File: src/rtl/exec_ctrl_pkg.sv
// Shared definitions for the multi-cycle execution controller: state codes,
// instruction width, default halt opcode and the saturating increment.
package exec_ctrl_pkg;

  localparam int INSTR_W = 16;

  typedef logic [2:0] state_t;

  localparam state_t S_IDLE  = 3'd0;
  localparam state_t S_FETCH = 3'd1;
  localparam state_t S_EXEC  = 3'd2;
  localparam state_t S_MEM   = 3'd3;
  localparam state_t S_WB    = 3'd4;
  localparam state_t S_HALT  = 3'd5;

  localparam logic [INSTR_W-1:0] HALT_OPCODE_DEF = 16'hFFFF;

  // Counters up to 32 bits share this; the caller passes its own all-ones limit.
  function automatic logic [31:0] sat_inc(input logic [31:0] val,
                                          input logic [31:0] max_val);
    return (val >= max_val) ? val : val + 32'd1;
  endfunction

endpackage

File: src/rtl/exec_ctrl_if.sv
// Bundle between the execution controller and the decoder/datapath/debug side.
// master = exec_ctrl, slave = the surrounding core and debug logic.
interface exec_ctrl_if
  import exec_ctrl_pkg::*;
#(
  parameter int CNT_W = 16
);
  logic               run;
  logic               step;
  logic               halt_req;
  logic [INSTR_W-1:0] op;
  logic               dec_pcwe;
  logic               dec_regwe;
  logic               dec_memwe;
  logic [INSTR_W-1:0] ir;
  logic               pcwe;
  logic               pcinc;
  logic               regwe;
  logic               memwe;
  logic               zfwe;
  logic               busy;
  logic               halted;
  logic [CNT_W-1:0]   cycle_cnt;
  logic [CNT_W-1:0]   instr_cnt;

  modport master (
    input  run, step, halt_req, op, dec_pcwe, dec_regwe, dec_memwe,
    output ir, pcwe, pcinc, regwe, memwe, zfwe, busy, halted, cycle_cnt, instr_cnt
  );

  modport slave (
    output run, step, halt_req, op, dec_pcwe, dec_regwe, dec_memwe,
    input  ir, pcwe, pcinc, regwe, memwe, zfwe, busy, halted, cycle_cnt, instr_cnt
  );

endinterface

File: src/rtl/exec_ctrl_sat_counter.sv
// Free-running event counter that sticks at all-ones instead of wrapping.
module sat_counter
  import exec_ctrl_pkg::*;
#(
  parameter int CNT_W = 16
) (
  input  logic             clk,
  input  logic             rst_n,
  input  logic             en_i,
  input  logic             clear_i,
  output logic [CNT_W-1:0] cnt_o
);

  localparam logic [31:0] MAX_V = 32'({CNT_W{1'b1}});

  logic [CNT_W-1:0] cnt_q, cnt_d;

  always_comb begin
    cnt_d = cnt_q;
    if (clear_i)   cnt_d = '0;
    else if (en_i) cnt_d = CNT_W'(sat_inc(32'(cnt_q), MAX_V));
  end

  always_ff @(posedge clk or negedge rst_n) begin
    if (!rst_n) cnt_q <= '0;
    else        cnt_q <= cnt_d;
  end

  assign cnt_o = cnt_q;

endmodule

File: src/rtl/exec_ctrl.sv
// Multi-cycle sequencer: latches the instruction, qualifies decoder write
// enables by phase, and provides run/step/halt debug control plus counters.
module exec_ctrl
  import exec_ctrl_pkg::*;
#(
  parameter logic [INSTR_W-1:0] HALT_OPCODE = HALT_OPCODE_DEF,
  parameter int                 MEM_WAIT    = 2,
  parameter int                 CNT_W       = 16
) (
  input  logic         clk,
  input  logic         rst_n,
  exec_ctrl_if.master  bus
);

  localparam logic [3:0] WAIT_LOAD = 4'(MEM_WAIT);

  state_t             state_q, state_d;
  logic [INSTR_W-1:0] ir_q, ir_d;
  logic [3:0]         wait_q, wait_d;
  logic               step_flag_q, step_flag_d;
  logic               halt_pend_q, halt_pend_d;
  logic               busy;
  logic               in_wb;

  assign busy  = (state_q == S_FETCH) || (state_q == S_EXEC) ||
                 (state_q == S_MEM)   || (state_q == S_WB);
  assign in_wb = (state_q == S_WB);

  always_comb begin
    state_d     = state_q;
    ir_d        = ir_q;
    wait_d      = wait_q;
    step_flag_d = step_flag_q;
    halt_pend_d = halt_pend_q;
    if (busy) halt_pend_d = halt_pend_q | bus.halt_req;
    case (state_q)
      S_IDLE: begin
        if (bus.step) begin
          state_d     = S_FETCH;
          step_flag_d = 1'b1;
        end else if (bus.run) begin
          state_d     = S_FETCH;
          step_flag_d = 1'b0;
        end
      end
      S_FETCH: begin
        ir_d    = bus.op;
        state_d = S_EXEC;
      end
      S_EXEC: begin
        if (ir_q == HALT_OPCODE) begin
          state_d = S_HALT;
        end else if (bus.dec_memwe) begin
          state_d = S_MEM;
          wait_d  = WAIT_LOAD;
        end else begin
          state_d = S_WB;
        end
      end
      S_MEM: begin
        if (wait_q == 4'd0) state_d = S_WB;
        else                wait_d  = wait_q - 4'd1;
      end
      S_WB: begin
        // A halt_req landing in WB itself still stops at this boundary.
        if (halt_pend_q || bus.halt_req || step_flag_q) begin
          state_d     = S_IDLE;
          step_flag_d = 1'b0;
          halt_pend_d = 1'b0;
        end else begin
          state_d = S_FETCH;
        end
      end
      S_HALT:  state_d = S_HALT;
      default: state_d = S_IDLE;
    endcase
  end

  always_ff @(posedge clk or negedge rst_n) begin
    if (!rst_n) begin
      state_q     <= S_IDLE;
      ir_q        <= '0;
      wait_q      <= '0;
      step_flag_q <= 1'b0;
      halt_pend_q <= 1'b0;
    end else begin
      state_q     <= state_d;
      ir_q        <= ir_d;
      wait_q      <= wait_d;
      step_flag_q <= step_flag_d;
      halt_pend_q <= halt_pend_d;
    end
  end

  // Strobes decode only registered state, so run/step never reach them.
  assign bus.ir     = ir_q;
  assign bus.zfwe   = (state_q == S_EXEC) && (ir_q != HALT_OPCODE);
  assign bus.memwe  = (state_q == S_MEM) && (wait_q == 4'd0);
  assign bus.regwe  = in_wb && bus.dec_regwe;
  assign bus.pcwe   = in_wb && bus.dec_pcwe;
  assign bus.pcinc  = in_wb && !bus.dec_pcwe;
  assign bus.busy   = busy;
  assign bus.halted = (state_q == S_HALT);

  sat_counter #(.CNT_W(CNT_W)) u_cycle_cnt (
    .clk     (clk),
    .rst_n   (rst_n),
    .en_i    (busy),
    .clear_i (1'b0),
    .cnt_o   (bus.cycle_cnt)
  );

  sat_counter #(.CNT_W(CNT_W)) u_instr_cnt (
    .clk     (clk),
    .rst_n   (rst_n),
    .en_i    (in_wb),
    .clear_i (1'b0),
    .cnt_o   (bus.instr_cnt)
  );

endmodule

File: src/flat_wrapper.sv
// flat-port wrapper written by rule: the top's interface ports become plain ports
module exec_ctrl_flat import exec_ctrl_pkg::*;
#(
  parameter logic [INSTR_W-1:0] HALT_OPCODE = HALT_OPCODE_DEF,
  parameter int                 MEM_WAIT    = 2,
  parameter int                 CNT_W       = 16
)
  (clk, rst_n, bus_run, bus_step, bus_halt_req, bus_op, bus_dec_pcwe, bus_dec_regwe, bus_dec_memwe, bus_ir, bus_pcwe, bus_pcinc, bus_regwe, bus_memwe, bus_zfwe, bus_busy, bus_halted, bus_cycle_cnt, bus_instr_cnt);
  exec_ctrl_if #(.CNT_W(CNT_W)) bus_i ();
  input  logic clk;
  input  logic rst_n;
  input wire logic [$bits(bus_i.run)-1:0] bus_run;
  input wire logic [$bits(bus_i.step)-1:0] bus_step;
  input wire logic [$bits(bus_i.halt_req)-1:0] bus_halt_req;
  input wire logic [$bits(bus_i.op)-1:0] bus_op;
  input wire logic [$bits(bus_i.dec_pcwe)-1:0] bus_dec_pcwe;
  input wire logic [$bits(bus_i.dec_regwe)-1:0] bus_dec_regwe;
  input wire logic [$bits(bus_i.dec_memwe)-1:0] bus_dec_memwe;
  output wire logic [$bits(bus_i.ir)-1:0] bus_ir;
  output wire logic [$bits(bus_i.pcwe)-1:0] bus_pcwe;
  output wire logic [$bits(bus_i.pcinc)-1:0] bus_pcinc;
  output wire logic [$bits(bus_i.regwe)-1:0] bus_regwe;
  output wire logic [$bits(bus_i.memwe)-1:0] bus_memwe;
  output wire logic [$bits(bus_i.zfwe)-1:0] bus_zfwe;
  output wire logic [$bits(bus_i.busy)-1:0] bus_busy;
  output wire logic [$bits(bus_i.halted)-1:0] bus_halted;
  output wire logic [$bits(bus_i.cycle_cnt)-1:0] bus_cycle_cnt;
  output wire logic [$bits(bus_i.instr_cnt)-1:0] bus_instr_cnt;
  assign bus_i.run = bus_run;
  assign bus_i.step = bus_step;
  assign bus_i.halt_req = bus_halt_req;
  assign bus_i.op = bus_op;
  assign bus_i.dec_pcwe = bus_dec_pcwe;
  assign bus_i.dec_regwe = bus_dec_regwe;
  assign bus_i.dec_memwe = bus_dec_memwe;
  assign bus_ir = bus_i.ir;
  assign bus_pcwe = bus_i.pcwe;
  assign bus_pcinc = bus_i.pcinc;
  assign bus_regwe = bus_i.regwe;
  assign bus_memwe = bus_i.memwe;
  assign bus_zfwe = bus_i.zfwe;
  assign bus_busy = bus_i.busy;
  assign bus_halted = bus_i.halted;
  assign bus_cycle_cnt = bus_i.cycle_cnt;
  assign bus_instr_cnt = bus_i.instr_cnt;
  exec_ctrl #(.HALT_OPCODE(HALT_OPCODE), .MEM_WAIT(MEM_WAIT), .CNT_W(CNT_W)) u_core (.clk(clk), .rst_n(rst_n), .bus(bus_i));
endmodule
File: config.mk
export PLATFORM = sky130hd
export DESIGN_NAME = exec_ctrl_flat
export DESIGN_NICKNAME = d
export VERILOG_FILES = /design/src/rtl/exec_ctrl_pkg.sv /design/src/rtl/exec_ctrl_if.sv /design/src/rtl/exec_ctrl_sat_counter.sv /design/src/rtl/exec_ctrl.sv /design/src/flat_wrapper.sv
export SDC_FILE = /design/constraint.sdc
export NUM_CORES = 1
export LEC_CHECK = 0
export CAP_MARGIN = 20
export CORE_UTILIZATION = 35
export DETAILED_ROUTE_END_ITERATION = 12
export PLACE_DENSITY = 0.72
export SETUP_SLACK_MARGIN = 0.4
export SYNTH_ARGS = -nofsm -noshare
export SYNTH_HDL_FRONTEND = slang
export SYNTH_SLANG_ARGS = --single-unit
export TNS_END_PERCENT = 5
File: constraint.sdc
create_clock -name clk -period 2 [get_ports clk]
set_clock_uncertainty 0.15 [all_clocks]
set_input_delay 0.3 -clock clk [delete_from_list [all_inputs] [get_ports clk]]
set_output_delay 0.3 -clock clk [all_outputs]
set_load 0.01 [all_outputs]
After elaboration in Yosys (flattened, before gate mapping)

Index checks and enable logic that the tools add are counted.

RAM bits: 0
Flip-flop bits (word level): 57
Output and inout bits: 55
ROM bits: 0
Input port bits: 24
Memories kept: 0
Latch bits: 0

Add/sub/neg operators: 3
$lt $le $gt $ge: 2
$mul: 0
Muxes and demuxes: 18
Shifts and indexed selects: 0
Bitwise logic cells: 3
Eq/ne operators: 13
Div/mod/pow operators: 0
Reduce and logical (&&, ||, !) cells: 20

Operator list:

| kind                                                      | number |
|---|---|
| adder 16 x 1 -> 16 bit, second input constant             | 2 |
| greater-or-equal comparator 16 bit, second input constant | 2 |
| case mux 3 bit (6 select lines)                           | 1 |
| equality test 16 bit, second input constant               | 1 |
| != test 16 bit, second input constant                     | 1 |
| two-way mux 3 bit                                         | 5 |
| two-way mux 4 bit                                         | 3 |
| != test 2 bit, second input constant                      | 5 |
| case mux 4 bit (2 select lines)                           | 1 |
| two-way mux 1 bit                                         | 7 |
| equality test 3 x 2 -> 1 bit, second input constant       | 2 |
| equality test 3 bit, second input constant                | 2 |
| AND reduction 2 bit                                       | 3 |
| logical AND 1 bit                                         | 5 |
| logical OR 1 bit                                          | 5 |
| logical NOT 4 bit                                         | 1 |
| AND reduction 4 bit                                       | 1 |
| nonzero test 2 bit                                        | 2 |
| subtractor 4 x 1 -> 4 bit, second input constant          | 1 |
| equality test 3 x 1 -> 1 bit, second input constant       | 1 |
| logical NOT 3 bit                                         | 1 |
| != test 3 bit, second input constant                      | 1 |
| AND reduction 3 bit                                       | 1 |
| NOT 1 bit                                                 | 2 |
| 3 further kinds                                           | 3 |

Depth between registers and ports, before layout

Depth in word-level cells: 7
Depth in mapped cells: 6
Mapped depth without buffers: 6

By module

A second synthesis with hierarchy kept.

Cell total of the unflattened synthesis: 284
Area, all modules: 2,986.6 µm²

By module, submodules not included:

| module      | cells each | area each (µm²) | seq. area each (µm²) | times used |
|---|---|---|---|---|
| sat_counter | 91         | 879.6           | 400.4                | 2 |
| exec_ctrl   | 102        | 1,227.4         | 625.6                | 1 |

Worst setup path after synthesis

OpenSTA, ideal clock, no wires.

Path type: register -> register
Start point: reg u_core.u_instr_cnt.cnt_q[0] (netlist: u_core.u_instr_cnt.cnt_o[0])
End point: reg u_core.u_instr_cnt.cnt_q[1] (netlist: u_core.u_instr_cnt.cnt_o[1])
Slack: -0.044 ns
Data required time: 1.725 ns
Period minus slack after synthesis: 2.044 ns
Cell stages (with the launch flop): 7
Arrival: 1.770 ns
Cells stage by stage: dfrtp_1 -> ha_1 -> and3_1 -> and4_1 -> buf_2 -> a21oi_1 -> mux2_2

Cells in the longest elaborated chain, start to end: 3

RTL lines:

| item                               | line                        | source |
|---|---|---|
| start: declaration                 | exec_ctrl_sat_counter.sv:16 | `logic [CNT_W-1:0] cnt_q, cnt_d;` |
| start signal: assignment           | exec_ctrl_sat_counter.sv:26 | `else cnt_q <= cnt_d;` |
| greater-or-equal comparator 16 bit | exec_ctrl_pkg.sv:21         | `return (val >= max_val) ? val : val + 32'd1;` |
| NOT 1 bit (no line)                | --                          |  |
| AND reduction 2 bit (no line)      | --                          |  |

Parallel ways exist; a longest one is shown, timed or not.
A chain may end at the register's enable or synchronous reset.

Worst setup path after layout

Start point: reg u_core.ir_q[5] (netlist: u_core.bus.ir[5])
End point: out bus_zfwe

Cells in the longest elaborated chain, start to end: 2

RTL lines:

| item                     | line               | source |
|---|---|---|
| start: declaration       | exec_ctrl.sv:18    | `logic [INSTR_W-1:0] ir_q, ir_d;` |
| start signal: assignment | exec_ctrl.sv:88    | `ir_q <= ir_d;` |
| != test 16 bit           | exec_ctrl.sv:97    | `assign bus.zfwe = (state_q == S_EXEC) && (ir_q != HALT_OPCODE);` |
| logical AND 1 bit        | exec_ctrl.sv:97    |  |
| end: declaration         | flat_wrapper.sv:24 | `output wire logic [$bits(bus_i.zfwe)-1:0] bus_zfwe;` |

No other way between the ends.

==> impl_results.md <==
- Sequential-to-total area share from yosys stat: 0.510
- Post-synth EDFFs: 0
- Post-Syn Area per Cell: 10.9 µm²
- Family with the most delay on the worst path: compound AO/OA/AOI/OAI gates
- Clock-pin slew of the registers on the worst-case setup and hold paths: 0.07 ns
- Ant diodes: 0
- Critical path class: register to output pin
- Netlist Area Pre-Place: 2800 µm²
- Num CTS Buffers: 9
- Fin crit period: 2.01 ns
- Layout area overhead: 65.0%
- Max Cap Viol: 0
- Cells after synthesis: between 200 and 300
- Share of synthesized flip-flops with an asynchronous set or reset: 1.00
- CTS max path bufs: 2
- Initial antenna violation count: 0
- Finished layout cell area: ~4600 µm²
- Final Net Count: a little over 400
- Vias per inst: 5.16
- CP Cell Sequence: nand4_1 -> o41ai_2 -> buf_4 -> nor2_2 -> buf_2
- Post-Synth XOR/XNOR Area: 0.0845
- FILL cells: 621
- Clk_lat worst skew: ~0.34 ns
- Post-Synth Adder-Cell Area: 0.0134
- Worst path arrival time: about 1.6 ns
- Leak Pwr: 2.12 nW
- Core area: 7730 µm²
- Setup ws final: -0.0122 ns
- Fin util: 0.597
- First-pass GRT wire length: around 12 mm
- Final Wtd Congestion: 0.835
- RSZ-0062 raised after global routing: yes
- Synthesized net count: 283
- Slew Viols, Final: 0
- WL/cell: around 15 µm
- Register bit total from synthesis: 57
- Detail Placement HPWL: about 5.0 mm
- Critical path buffer and inverter count: 2
- WP data required: about 1.6 ns
- Vias: 2516
- First-pass DRT Iterations: 4
- Pwr/cell area: 1250 nW/µm²
- GRT Total Usage: 0.183
- Max_slew headroom: 0.771
- Hold Worst Slack: 0.182 ns
- Detail Route Antenna Nets: 0
- Maximum number of pins on one net before global-route repair: 28
- Fmax: 0.497 GHz
- DRC viols: 0
- Root Driver: clkbuf_8
- Dominant synthesized flop cell: dfrtp_1
- Ys Warns: 0
- GRT overflow: 0
- Mux share of post-synthesis cell area: 0.0800
- Worst setup SP type: register
- Post-Route WL: 7.42 mm
- Post-synthesis compound-gate area fraction: 0.0787
- Ports: 79
- Port buffer count: 78
- Simple-gate area share of the yosys netlist: 0.212
- Max stage delay cell, worst path: o41ai_2
- Status: finished with violations
- Main combinational cell family by area after synthesis: simple AND/OR/NAND/NOR gates
- Share of layout cells above drive strength 1: 0.394
- Failing checks: negative setup slack
- H-Tree Depth: 3
- Endpoints failing setup: 2
- # clock sinks: between 50 and 60
- Max stage delay on crit path: between 0.3 and 0.4 ns
- Die Area: 8360 µm²
- Setup_tns: -0.0182 ns
- Peak fanout along the critical path: 2
- Peak supply drop: 0.742 mV
- Slew @ Worst Pin: about 0.34 ns
- Netlist cell types: 45
- Initial DRC Count: 42
- Vias in the first global route: 2633
- Worst setup EP type: output pin
- Placed cell area: 4000 µm²
- Die height: just over 90 µm
- Final hold vios: 0
- Row count: 32
- Starting density of the core: 0.362
- Die X: 91.4 µm
- CTS tree: built
- Hold Path Class: input pin to asynchronous set/reset pin
- Final period utilization: 1.01
[path summary, 6_finish.rpt]
kind | from | to | slack, ns | depth (start not counted)
max in group asynchronous | rst_n | u_core.u_cycle_cnt.cnt_o[14]$_DFFE_PN0P_ | 0.90 | 3
worst min register to register | u_core.u_cycle_cnt.cnt_o[13]$_DFFE_PN0P_ | u_core.u_cycle_cnt.cnt_o[13]$_DFFE_PN0P_ | 0.34 | 1
worst max register to register | u_core.state_q[0]$_DFFE_PN0P_ | u_core.u_instr_cnt.cnt_o[8]$_DFFE_PN0P_ | 0.06 | 5
worst max-delay path | u_core.bus.ir[5]$_DFFE_PN0P_ | bus_zfwe | -0.01 | 5
worst min-delay path | rst_n | u_core.wait_q[2]$_DFFE_PN0P_ | 0.18 | 2
min in group clk | u_core.u_cycle_cnt.cnt_o[13]$_DFFE_PN0P_ | u_core.u_cycle_cnt.cnt_o[13]$_DFFE_PN0P_ | 0.34 | 1
[flip-flops by register name, summed over array words and instances, names as in the netlist]
name	count
u_core.u_instr_cnt.cnt_o	16
u_core.step_flag_q	1
u_core.halt_pend_q	1
u_core.bus.ir	16
u_core.wait_q	4
u_core.state_q	3
u_core.u_cycle_cnt.cnt_o	16
[cells by family (layout without fill, tap and decap cells)]
family                     count (synthesis)  in the layout
and+or+nand+nor                          100            100
DFF                                       57             57
AOI/OAI and AO/OA                         35             35
xor gates and xnor gates                  27             27
muxes                                     20             20
buffers and inverters                     14            144
adders and majority gates                  3              3
[through the flow]
step                power (mW)  worst slack (ns)  instances
global route              6.14           -0.0922        488
detailed placement        4.32            -0.137        462
global placement          4.27            -0.126        462
CTS                       5.58           -0.0217        485
finish                    5.76           -0.0122        488
floorplan                 3.03             0.148        256
[per-layer routing]
layer / share of wire / vias up / global-route usage
met3: 0.064 / 13 / 0.0528
met4: 0.018 / 0 / 0.0767
met5: 0 / - / 0
li1: - / 1195 / -
met1: 0.42 / 1234 / 0.227
met2: 0.49 / 74 / 0.297
[placed cells by master, fill, tap and decap left out, types with 4 or more instances in the layout]
cell / n
buf_4: 29
o21ai_0: 5
xor2_1: 14
dfrtp_2: 8
a21oi_1: 6
and2_4: 4
clkdlybuf4s50_1: 22
nor3_4: 5
dfrtp_1: 49
inv_1: 4
and3_1: 6
nand2_1: 15
nand4_1: 17
nor2_1: 5
buf_2: 6
clkdlybuf4s15_1: 11
nand3_1: 5
mux2_4: 19
xnor2_1: 12
buf_6: 14
clkbuf_8: 11
dlygate4sd2_1: 34
[power by group]
part | leakage (nW) | internal, mW | switching, mW | total [mW]
registers | 0.708 | 1.53 | 0.318 | 1.85
clock network | 0.0932 | 0.512 | 0.454 | 0.965
logic | 1.32 | 1.70 | 1.25 | 2.95
[synthesized netlist by cell type, types with 4 or more instances]
| master | number | area [µm²] |
|---|---|---|
| inv_1 | 6 | 22.5 |
| nor2_1 | 11 | 41.3 |
| dfrtp_1 | 57 | 1430 |
| nor3_1 | 4 | 20.0 |
| xnor2_1 | 13 | 114 |
| nand2_1 | 16 | 60.1 |
| a21oi_1 | 12 | 60.1 |
| nand4_1 | 17 | 106 |
| o21ai_0 | 9 | 45.0 |
| and4_1 | 4 | 35.0 |
| mux2_2 | 19 | 214 |
| nand3_1 | 9 | 45.0 |
| clkbuf_1 | 4 | 15.0 |
| and3_1 | 8 | 50.1 |
| or3_1 | 4 | 25.0 |
| xor2_1 | 14 | 123 |
| and2_1 | 5 | 31.3 |
[area by class of cell]
class,instances,area (µm²),area share
clock buffer,13,159,0.0344
clock inverter,3,15.0,0.00325
timing repair buffer,122,1120,0.243
inverter,6,27.5,0.00596
multi-input combinational,185,1730,0.375
tap,102,128,0.0276
sequential,57,1440,0.311
[worst reg2reg max path, delay by kind of cell, from the launching register on]
family	cells	cell delay [ns]
xor+xnor	1	0.16
simple gates	3	0.95
flops	1	0.45
buf+inv	1	0.16
[timing repair]
action,CTS,global route
hold buffers,1,0
gates resized for setup,156,48
setup buffers,6,3
endpoints found under the hold margin,51,0
pin swaps,37,57
setup endpoints to repair,108,74
No activity file was read; power rests on OpenSTA's default activity.
